<file path="src/rtl/imem_prefetch_buffer_if.sv">
// Interfaces for imem_prefetch_buffer.
//   imem_fetch_if : core-side fetch port (core is master, prefetch buffer is slave)
//   imem_bus_if   : instruction memory bus (prefetch buffer is master, memory is slave)
interface imem_fetch_if #(
    parameter int unsigned XLEN        = 32,
    parameter int unsigned PARCEL_SIZE = 32
);
    localparam int unsigned VW = PARCEL_SIZE / 16;

    logic [XLEN-1:0]        if_nxt_pc;
    logic                   if_stall_nxt_pc;
    logic                   if_stall;
    logic                   if_flush;
    logic [PARCEL_SIZE-1:0] if_parcel;
    logic [XLEN-1:0]        if_parcel_pc;
    logic [VW-1:0]          if_parcel_valid;
    logic                   if_parcel_misaligned;
    logic                   if_parcel_page_fault;

    modport master (
        output if_nxt_pc, if_stall, if_flush,
        input  if_stall_nxt_pc, if_parcel, if_parcel_pc, if_parcel_valid,
               if_parcel_misaligned, if_parcel_page_fault
    );

    modport slave (
        input  if_nxt_pc, if_stall, if_flush,
        output if_stall_nxt_pc, if_parcel, if_parcel_pc, if_parcel_valid,
               if_parcel_misaligned, if_parcel_page_fault
    );
endinterface

interface imem_bus_if #(
    parameter int unsigned XLEN        = 32,
    parameter int unsigned PARCEL_SIZE = 32
);
    logic                   mem_req;
    logic [XLEN-1:0]        mem_adr;
    logic                   mem_stall;
    logic                   mem_ack;
    logic [PARCEL_SIZE-1:0] mem_q;
    logic                   mem_page_fault;

    modport master (
        output mem_req, mem_adr,
        input  mem_stall, mem_ack, mem_q, mem_page_fault
    );

    modport slave (
        input  mem_req, mem_adr,
        output mem_stall, mem_ack, mem_q, mem_page_fault
    );
endinterface

</file>
<file path="src/rtl/imem_prefetch_buffer.sv">
// Instruction prefetch buffer: issues fetch addresses to the instruction bus, keeps up to
// DEPTH requests in flight/buffered, and presents in-order responses to the core.
// Optional feature macro: IMEM_PREFETCH_BYPASS_EN (response forwarded to the core in the
// ack cycle when the buffer is empty).
module imem_prefetch_buffer #(
    parameter int unsigned XLEN        = 32,
    parameter int unsigned PARCEL_SIZE = 32,
    parameter int unsigned DEPTH       = 4,
    parameter int unsigned HAS_RVC     = 0
) (
    input  logic        clk,
    input  logic        rstn,
    imem_fetch_if.slave fetch,
    imem_bus_if.master  mem
);
    localparam int unsigned CW = $clog2(DEPTH + 1);
    localparam int unsigned UW = CW + 1;
    localparam int unsigned PW = $clog2(DEPTH);
    localparam int unsigned VW = PARCEL_SIZE / 16;

    // PC queue: one entry per request issued and not yet answered
    logic [XLEN-1:0]        pcq_pc_q  [DEPTH];
    logic                   pcq_mis_q [DEPTH];
    logic [PW-1:0]          pcq_wr_q, pcq_wr_d, pcq_rd_q, pcq_rd_d;

    // Data FIFO: answered responses waiting for the core
    logic [PARCEL_SIZE-1:0] fd_data_q [DEPTH];
    logic [XLEN-1:0]        fd_pc_q   [DEPTH];
    logic                   fd_mis_q  [DEPTH];
    logic                   fd_pf_q   [DEPTH];
    logic [PW-1:0]          fd_wr_q, fd_wr_d, fd_rd_q, fd_rd_d;
    logic [CW-1:0]          fd_cnt_q, fd_cnt_d;

    logic [CW-1:0]          outst_q, outst_d;
    logic [CW-1:0]          disc_q, disc_d;
    logic                   run_q;

    logic [UW-1:0]          used;
    logic                   credit, req, accept, misal_in;
    logic                   ack_any, ack_drop, ack_take;
    logic                   fifo_empty, bypass, head_valid, push, pop;
    logic [PARCEL_SIZE-1:0] head_data;
    logic [XLEN-1:0]        head_pc;
    logic                   head_mis, head_pf;

    // Request side: credit covers in-flight, to-be-discarded and buffered entries
    assign used     = UW'(outst_q) + UW'(disc_q) + UW'(fd_cnt_q);
    assign credit   = (used < UW'(DEPTH));
    assign req      = run_q & credit & ~fetch.if_flush;
    assign accept   = req & ~mem.mem_stall;
    assign misal_in = (HAS_RVC != 0) ? fetch.if_nxt_pc[0] : |fetch.if_nxt_pc[1:0];

    assign mem.mem_req            = req;
    assign mem.mem_adr            = {fetch.if_nxt_pc[XLEN-1:2], 2'b00};
    assign fetch.if_stall_nxt_pc  = ~req | mem.mem_stall;

    // Response side: stale responses after a flush are dropped, others are kept
    assign ack_any    = mem.mem_ack & ((disc_q != '0) | (outst_q != '0));
    assign ack_drop   = mem.mem_ack & (disc_q != '0);
    assign ack_take   = mem.mem_ack & (disc_q == '0) & (outst_q != '0) & ~fetch.if_flush;
    assign fifo_empty = (fd_cnt_q == '0);

`ifdef IMEM_PREFETCH_BYPASS_EN
    assign bypass = fifo_empty & ack_take;
`else
    assign bypass = 1'b0;
`endif

    assign head_valid = ~fifo_empty | bypass;
    assign pop        = ~fifo_empty & ~fetch.if_stall;
    assign push       = ack_take & ~(bypass & ~fetch.if_stall);

    // Head selection: bypassed response or registered FIFO head, zero when empty
    always_comb begin
        head_data = '0;
        head_pc   = '0;
        head_mis  = 1'b0;
        head_pf   = 1'b0;
        if (bypass) begin
            head_data = mem.mem_q;
            head_pc   = pcq_pc_q[pcq_rd_q];
            head_mis  = pcq_mis_q[pcq_rd_q];
            head_pf   = mem.mem_page_fault;
        end else if (!fifo_empty) begin
            head_data = fd_data_q[fd_rd_q];
            head_pc   = fd_pc_q[fd_rd_q];
            head_mis  = fd_mis_q[fd_rd_q];
            head_pf   = fd_pf_q[fd_rd_q];
        end
    end

    assign fetch.if_parcel            = head_data;
    assign fetch.if_parcel_pc         = head_pc;
    assign fetch.if_parcel_valid      = {VW{head_valid}};
    assign fetch.if_parcel_misaligned = head_mis;
    assign fetch.if_parcel_page_fault = head_pf;

    // Next-state for pointers and counters; flush empties both queues
    always_comb begin
        pcq_wr_d = pcq_wr_q;
        pcq_rd_d = pcq_rd_q;
        fd_wr_d  = fd_wr_q;
        fd_rd_d  = fd_rd_q;
        fd_cnt_d = fd_cnt_q;
        outst_d  = outst_q;
        disc_d   = disc_q;
        if (fetch.if_flush) begin
            pcq_wr_d = '0;
            pcq_rd_d = '0;
            fd_wr_d  = '0;
            fd_rd_d  = '0;
            fd_cnt_d = '0;
            outst_d  = '0;
            disc_d   = disc_q + outst_q - CW'(ack_any);
        end else begin
            pcq_wr_d = pcq_wr_q + PW'(accept);
            pcq_rd_d = pcq_rd_q + PW'(ack_take);
            outst_d  = outst_q + CW'(accept) - CW'(ack_take);
            disc_d   = disc_q - CW'(ack_drop);
            fd_wr_d  = fd_wr_q + PW'(push);
            fd_rd_d  = fd_rd_q + PW'(pop);
            fd_cnt_d = fd_cnt_q + CW'(push) - CW'(pop);
        end
    end

    // Control state registers
    always_ff @(posedge clk or negedge rstn) begin
        if (!rstn) begin
            pcq_wr_q <= '0;
            pcq_rd_q <= '0;
            fd_wr_q  <= '0;
            fd_rd_q  <= '0;
            fd_cnt_q <= '0;
            outst_q  <= '0;
            disc_q   <= '0;
            run_q    <= 1'b0;
        end else begin
            pcq_wr_q <= pcq_wr_d;
            pcq_rd_q <= pcq_rd_d;
            fd_wr_q  <= fd_wr_d;
            fd_rd_q  <= fd_rd_d;
            fd_cnt_q <= fd_cnt_d;
            outst_q  <= outst_d;
            disc_q   <= disc_d;
            run_q    <= 1'b1;
        end
    end

    // Queue storage; contents are only observed through valid pointers
    always_ff @(posedge clk) begin
        if (accept) begin
            pcq_pc_q[pcq_wr_q]  <= fetch.if_nxt_pc;
            pcq_mis_q[pcq_wr_q] <= misal_in;
        end
        if (push && !fetch.if_flush) begin
            fd_data_q[fd_wr_q] <= mem.mem_q;
            fd_pc_q[fd_wr_q]   <= pcq_pc_q[pcq_rd_q];
            fd_mis_q[fd_wr_q]  <= pcq_mis_q[pcq_rd_q];
            fd_pf_q[fd_wr_q]   <= mem.mem_page_fault;
        end
    end

endmodule

</file>
<file path="src/flat_wrapper.sv">
// flat-port wrapper written by rule: the top's interface ports become plain ports
module imem_prefetch_buffer_flat 
#(
    parameter int unsigned XLEN        = 32,
    parameter int unsigned PARCEL_SIZE = 32,
    parameter int unsigned DEPTH       = 4,
    parameter int unsigned HAS_RVC     = 0
)
  (clk, rstn, fetch_if_nxt_pc, fetch_if_stall, fetch_if_flush, fetch_if_stall_nxt_pc, fetch_if_parcel, fetch_if_parcel_pc, fetch_if_parcel_valid, fetch_if_parcel_misaligned, fetch_if_parcel_page_fault, mem_mem_req, mem_mem_adr, mem_mem_stall, mem_mem_ack, mem_mem_q, mem_mem_page_fault);
  imem_fetch_if #(.XLEN(XLEN), .PARCEL_SIZE(PARCEL_SIZE)) fetch_i ();
  imem_bus_if #(.XLEN(XLEN), .PARCEL_SIZE(PARCEL_SIZE)) mem_i ();
  input  logic clk;
  input  logic rstn;
  input wire logic [$bits(fetch_i.if_nxt_pc)-1:0] fetch_if_nxt_pc;
  input wire logic [$bits(fetch_i.if_stall)-1:0] fetch_if_stall;
  input wire logic [$bits(fetch_i.if_flush)-1:0] fetch_if_flush;
  output wire logic [$bits(fetch_i.if_stall_nxt_pc)-1:0] fetch_if_stall_nxt_pc;
  output wire logic [$bits(fetch_i.if_parcel)-1:0] fetch_if_parcel;
  output wire logic [$bits(fetch_i.if_parcel_pc)-1:0] fetch_if_parcel_pc;
  output wire logic [$bits(fetch_i.if_parcel_valid)-1:0] fetch_if_parcel_valid;
  output wire logic [$bits(fetch_i.if_parcel_misaligned)-1:0] fetch_if_parcel_misaligned;
  output wire logic [$bits(fetch_i.if_parcel_page_fault)-1:0] fetch_if_parcel_page_fault;
  output wire logic [$bits(mem_i.mem_req)-1:0] mem_mem_req;
  output wire logic [$bits(mem_i.mem_adr)-1:0] mem_mem_adr;
  input wire logic [$bits(mem_i.mem_stall)-1:0] mem_mem_stall;
  input wire logic [$bits(mem_i.mem_ack)-1:0] mem_mem_ack;
  input wire logic [$bits(mem_i.mem_q)-1:0] mem_mem_q;
  input wire logic [$bits(mem_i.mem_page_fault)-1:0] mem_mem_page_fault;
  assign fetch_i.if_nxt_pc = fetch_if_nxt_pc;
  assign fetch_i.if_stall = fetch_if_stall;
  assign fetch_i.if_flush = fetch_if_flush;
  assign fetch_if_stall_nxt_pc = fetch_i.if_stall_nxt_pc;
  assign fetch_if_parcel = fetch_i.if_parcel;
  assign fetch_if_parcel_pc = fetch_i.if_parcel_pc;
  assign fetch_if_parcel_valid = fetch_i.if_parcel_valid;
  assign fetch_if_parcel_misaligned = fetch_i.if_parcel_misaligned;
  assign fetch_if_parcel_page_fault = fetch_i.if_parcel_page_fault;
  assign mem_mem_req = mem_i.mem_req;
  assign mem_mem_adr = mem_i.mem_adr;
  assign mem_i.mem_stall = mem_mem_stall;
  assign mem_i.mem_ack = mem_mem_ack;
  assign mem_i.mem_q = mem_mem_q;
  assign mem_i.mem_page_fault = mem_mem_page_fault;
  imem_prefetch_buffer #(.XLEN(XLEN), .PARCEL_SIZE(PARCEL_SIZE), .DEPTH(DEPTH), .HAS_RVC(HAS_RVC)) u_core (.clk(clk), .rstn(rstn), .fetch(fetch_i), .mem(mem_i));
endmodule
</file>
<file path="config.mk">
export PLATFORM = sky130hd
export DESIGN_NAME = imem_prefetch_buffer_flat
export DESIGN_NICKNAME = d
export VERILOG_FILES = /design/src/rtl/imem_prefetch_buffer_if.sv /design/src/rtl/imem_prefetch_buffer.sv /design/src/flat_wrapper.sv
export SDC_FILE = /design/constraint.sdc
export NUM_CORES = 1
export LEC_CHECK = 0
export CAP_MARGIN = 5
export CORE_ASPECT_RATIO = 0.6
export CORE_MARGIN = 5
export CORE_UTILIZATION = 51
export DETAILED_ROUTE_END_ITERATION = 8
export PLACE_DENSITY = 0.75
export SKIP_LAST_GASP = 1
export SYNTH_ARGS = -nofsm -noshare
export SYNTH_HDL_FRONTEND = slang
export SYNTH_SLANG_ARGS = --single-unit
export TNS_END_PERCENT = 10
</file>
<file path="constraint.sdc">
create_clock -name clk -period 8.6 [get_ports clk]
set_clock_uncertainty 0.05 [all_clocks]
set_input_delay 2.58 -clock clk [delete_from_list [all_inputs] [get_ports clk]]
set_output_delay 2.58 -clock clk [all_outputs]
set_load 0.02 [all_outputs]
</file>
==> flow_metrics.py <==
metrics = {
    "setup_path": {
        "r2r_setup_slack_ns": 5.09,
        "ff2ff_path_depth": 11,
        "path_max_fanout": 19,
        "crit_chain": "clkdlybuf4s50_1, buf_4, nand3b_1, or3_1, clkdlybuf4s50_1",
        "arrival_ns": 4.53,
        "cp_slowest_cell": "clkdlybuf4s50_1",
        "critPathRequiredTime_ns": 5.97,
        "crit_top_cell": "clkdlybuf4s50_1",
        "end_kind": "output pin",
        "critPathKind": "input pin to output pin",
        "reg2reg_from": "u_core.outst_q[1]",
        "critPathLaunchType": "input pin",
        "cp_slowest_stage_delay_ns": 0.56,
        "timing.rr.end": "u_core.outst_q[2]",
    },
    "global_routing": {
        "grt_pass1_vias": 7927,
        "grt_pass1_wl_mm": 47.3,
        "grt_use_total_pct": 17.6,
        "antenna_found_initial": 0,
        "grt_max_degree": 68,
        "grt-ovfl-total": 0,
    },
    "pwr": {
        "power_density_nw_per_um2": 269,
        "irDropWorstVdd_mv": 0.178,
        "total_power_mw": 5.20,
        "p_leak_nw": 6.17,
    },
    "drt": {
        "drc": 0,
        "first_pass_iters": 5,
        "ant_nets": 0,
        "vias": 7307,
        "initialDrtViolationCount": 483,
        "wire_per_inst_um": 22.7,
        "totalWireLength_mm": 30.5,
        "vias_per_cell": 5.44,
    },
    "place": {
        "place_hpwl_mm": 17.7,
        "postPlaceCellArea_sq_um": 18200,
        "port_buffers": 170,
        "gp_congestion": 0.700,
    },
    "sta": {
        "timing.final.crit_share_pct": 83.3,
        "rsz0062_at_grt": "false",
        "max_slew_margin_pct": 17.9,
        "setup_violations": 0,
        "fin_setup_tns_ns": 0,
        "fin_crit_ns": 7.16,
        "final_hold_viol_count": 0,
        "fmaxAchievable_ghz": 0.140,
        "worst_pin_slew_ns": 1.22,
        "drv_slew": 0,
    },
    "synthesis": {
        "synth_area_leader_cell": "edfxtp_1",
        "yosys_warnings": 0,
        "synth_top_area_share_pct": 73.5,
        "synth.area.top_cells": "edfxtp_1 (74%), mux4_2 (14%), dfrtp_1 (2.8%), and2_1 (2.6%), buf_4 (1.6%)",
        "synth_area_per_cell_sq_um": 22.0,
        "syn_area_sq_um": 16200,
        "synth_edf_count": 396,
        "async_flop_share_pct": 4.35,
        "ys_types": 32,
        "synth_flop_cell": "edfxtp_1",
        "synth_common_cells": "edfxtp_1 (396), mux4_2 (99), and2_1 (66)",
        "synth.most_common_cell": "edfxtp_1",
        "ys_seq_area_share_pct": 76.3,
        "syn-instance-count": 736,
        "synth-seq-cells": 414,
    },
    "clock_network": {
        "cts.clk_slew.worst_paths_ns": 0.06,
        "cts_max_path_buffers": 3,
        "hold_buffers": 0,
        "cts_sinks": 414,
        "cts_buffers": 39,
        "htreeDepth": 2,
        "clock_latency_ns": 0.52,
        "cts_root_buffer": "clkbuf_16",
        "post_cts_resized": 0,
        "post_cts_buffers": 0,
        "cts_tree": "done",
    },
    "floorplan": {
        "dieHeight_um": 148,
        "core_area_sq_um": 31200,
        "die_w_um": 240,
        "pin_count": 173,
        "die_area_sq_um": 35500,
        "start_util_pct": 51.8,
        "row_count": 50,
    },
    "min_path": {
        "holdPathEnd": "u_core.fd_cnt_q[2]",
        "hold_depth": 2,
        "min_from": "u_core.fd_cnt_q[2]",
        "hp-class": "register to register",
    },
    "job": {
        "cap_violations": 0,
    },
    "run_status": {
        "status": "completed",
    },
    "layout": {
        "final_core_util_pct": 62.0,
        "layout-area-overhead-vs-synth_pct": 19.6,
        "finish.instance_area_sq_um": 19300,
        "num-nets-final": 992,
        "diodes": 0,
        "drive_gt1_share_pct": 19.7,
    },
}
==> layout by cell type, fill, tap and decap left out, drive strengths merged, types with 5 or more instances in the layout <==
cell type | synthesis | routed
edfxtp | 396 | 396
clkdlybuf4s50 | 0 | 170
mux4 | 99 | 99
and2 | 66 | 66
clkbuf | 11 | 47
inv | 16 | 18
dfrtp | 18 | 18
buf | 54 | 17
clkinv | 0 | 17
ha | 15 | 15
nor2 | 10 | 10
xnor2 | 6 | 6
fa | 6 | 6
nor2b | 5 | 5
nor4 | 5 | 5
==> report_power, final <==
group / switching, mW / internal [mW]
Clock: 0.693 / 0.898
Combinational: 0.603 / 0.638
Sequential: 0.0957 / 2.27
==> worst max-delay path by stage <==
stage / slack [ns] / depth (start not counted) / from / endpoint
after CTS: 1.45 / 5 / fetch_if_flush / fetch_if_stall_nxt_pc
after global routing: 1.32 / 5 / fetch_if_flush / fetch_if_stall_nxt_pc
after global placement: 1.45 / 5 / fetch_if_flush / fetch_if_stall_nxt_pc
after detailed placement: 1.46 / 5 / fetch_if_flush / fetch_if_stall_nxt_pc
final: 1.44 / 5 / fetch_if_flush / fetch_if_stall_nxt_pc
after floorplan: -1.64 / 3 / fetch_if_flush / u_core.fd_data_q[0][0]
==> kinds of logic after synthesis <==
kind of cell / count (synthesis) / synth area share [%]
compound gates: 3 / 0.124
fa+ha+maj: 21 / 1.90
buf+inv: 81 / 3.02
mux: 102 / 14.0
other cells: 2 / 0.0464
flops: 414 / 76.3
xor+xnor: 9 / 0.758
simple gates: 104 / 3.90
==> stage by stage <==
step / setup WS [ns] / std cells / hold WS (ns)
2_1_floorplan: -1.64 / 737 / 0.504
3_3_place_gp: 1.45 / 1275 / 0.542
3_5_place_dp: 1.46 / 1275 / 0.550
4_1_cts: 1.45 / 1344 / 0.561
5_1_grt: 1.32 / 1344 / 0.617
6_report: 1.44 / 1344 / 0.554
==> sequential cells by signal (all words and copies together), names as in the netlist <==
name	cells
u_core.fd_mis_q	4
u_core.outst_q	3
u_core.fd_pc_q	128
u_core.fd_wr_q	2
u_core.disc_q	3
u_core.run_q	1
u_core.pcq_pc_q	128
u_core.pcq_wr_q	2
u_core.fd_pf_q	4
u_core.fd_rd_q	2
u_core.pcq_mis_q	4
u_core.fd_cnt_q	3
u_core.pcq_rd_q	2
u_core.fd_data_q	128
==> per-layer routing <==
layer | share of wire, % | wire length (um) | vias up | GRT usage (%)
met3 | 5.5 | 1670 | 43 | 3.82
li1 | - | - | 3252 | -
met2 | 47 | 14500 | 190 | 28.0
met1 | 46 | 13900 | 3822 | 25.7
met4 | 1.5 | 444 | 0 | 3.71
met5 | 0 | 0 | - | 0
==> critical path, delay by kind of cell <==
kind                   cells  cell delay (ns)
buffers and inverters      3             1.15
and+or+nand+nor            2             0.78
==> area by class of cell <==
class	instances	area, sq um
multi-input combinational	242	3410
timing repair buffer	187	1830
tap	416	520
clock buffer	47	1010
inverter	16	60.1
fill	2132	11900
sequential	414	12400
clock inverter	22	169
Power figures use the tool's default switching activity.
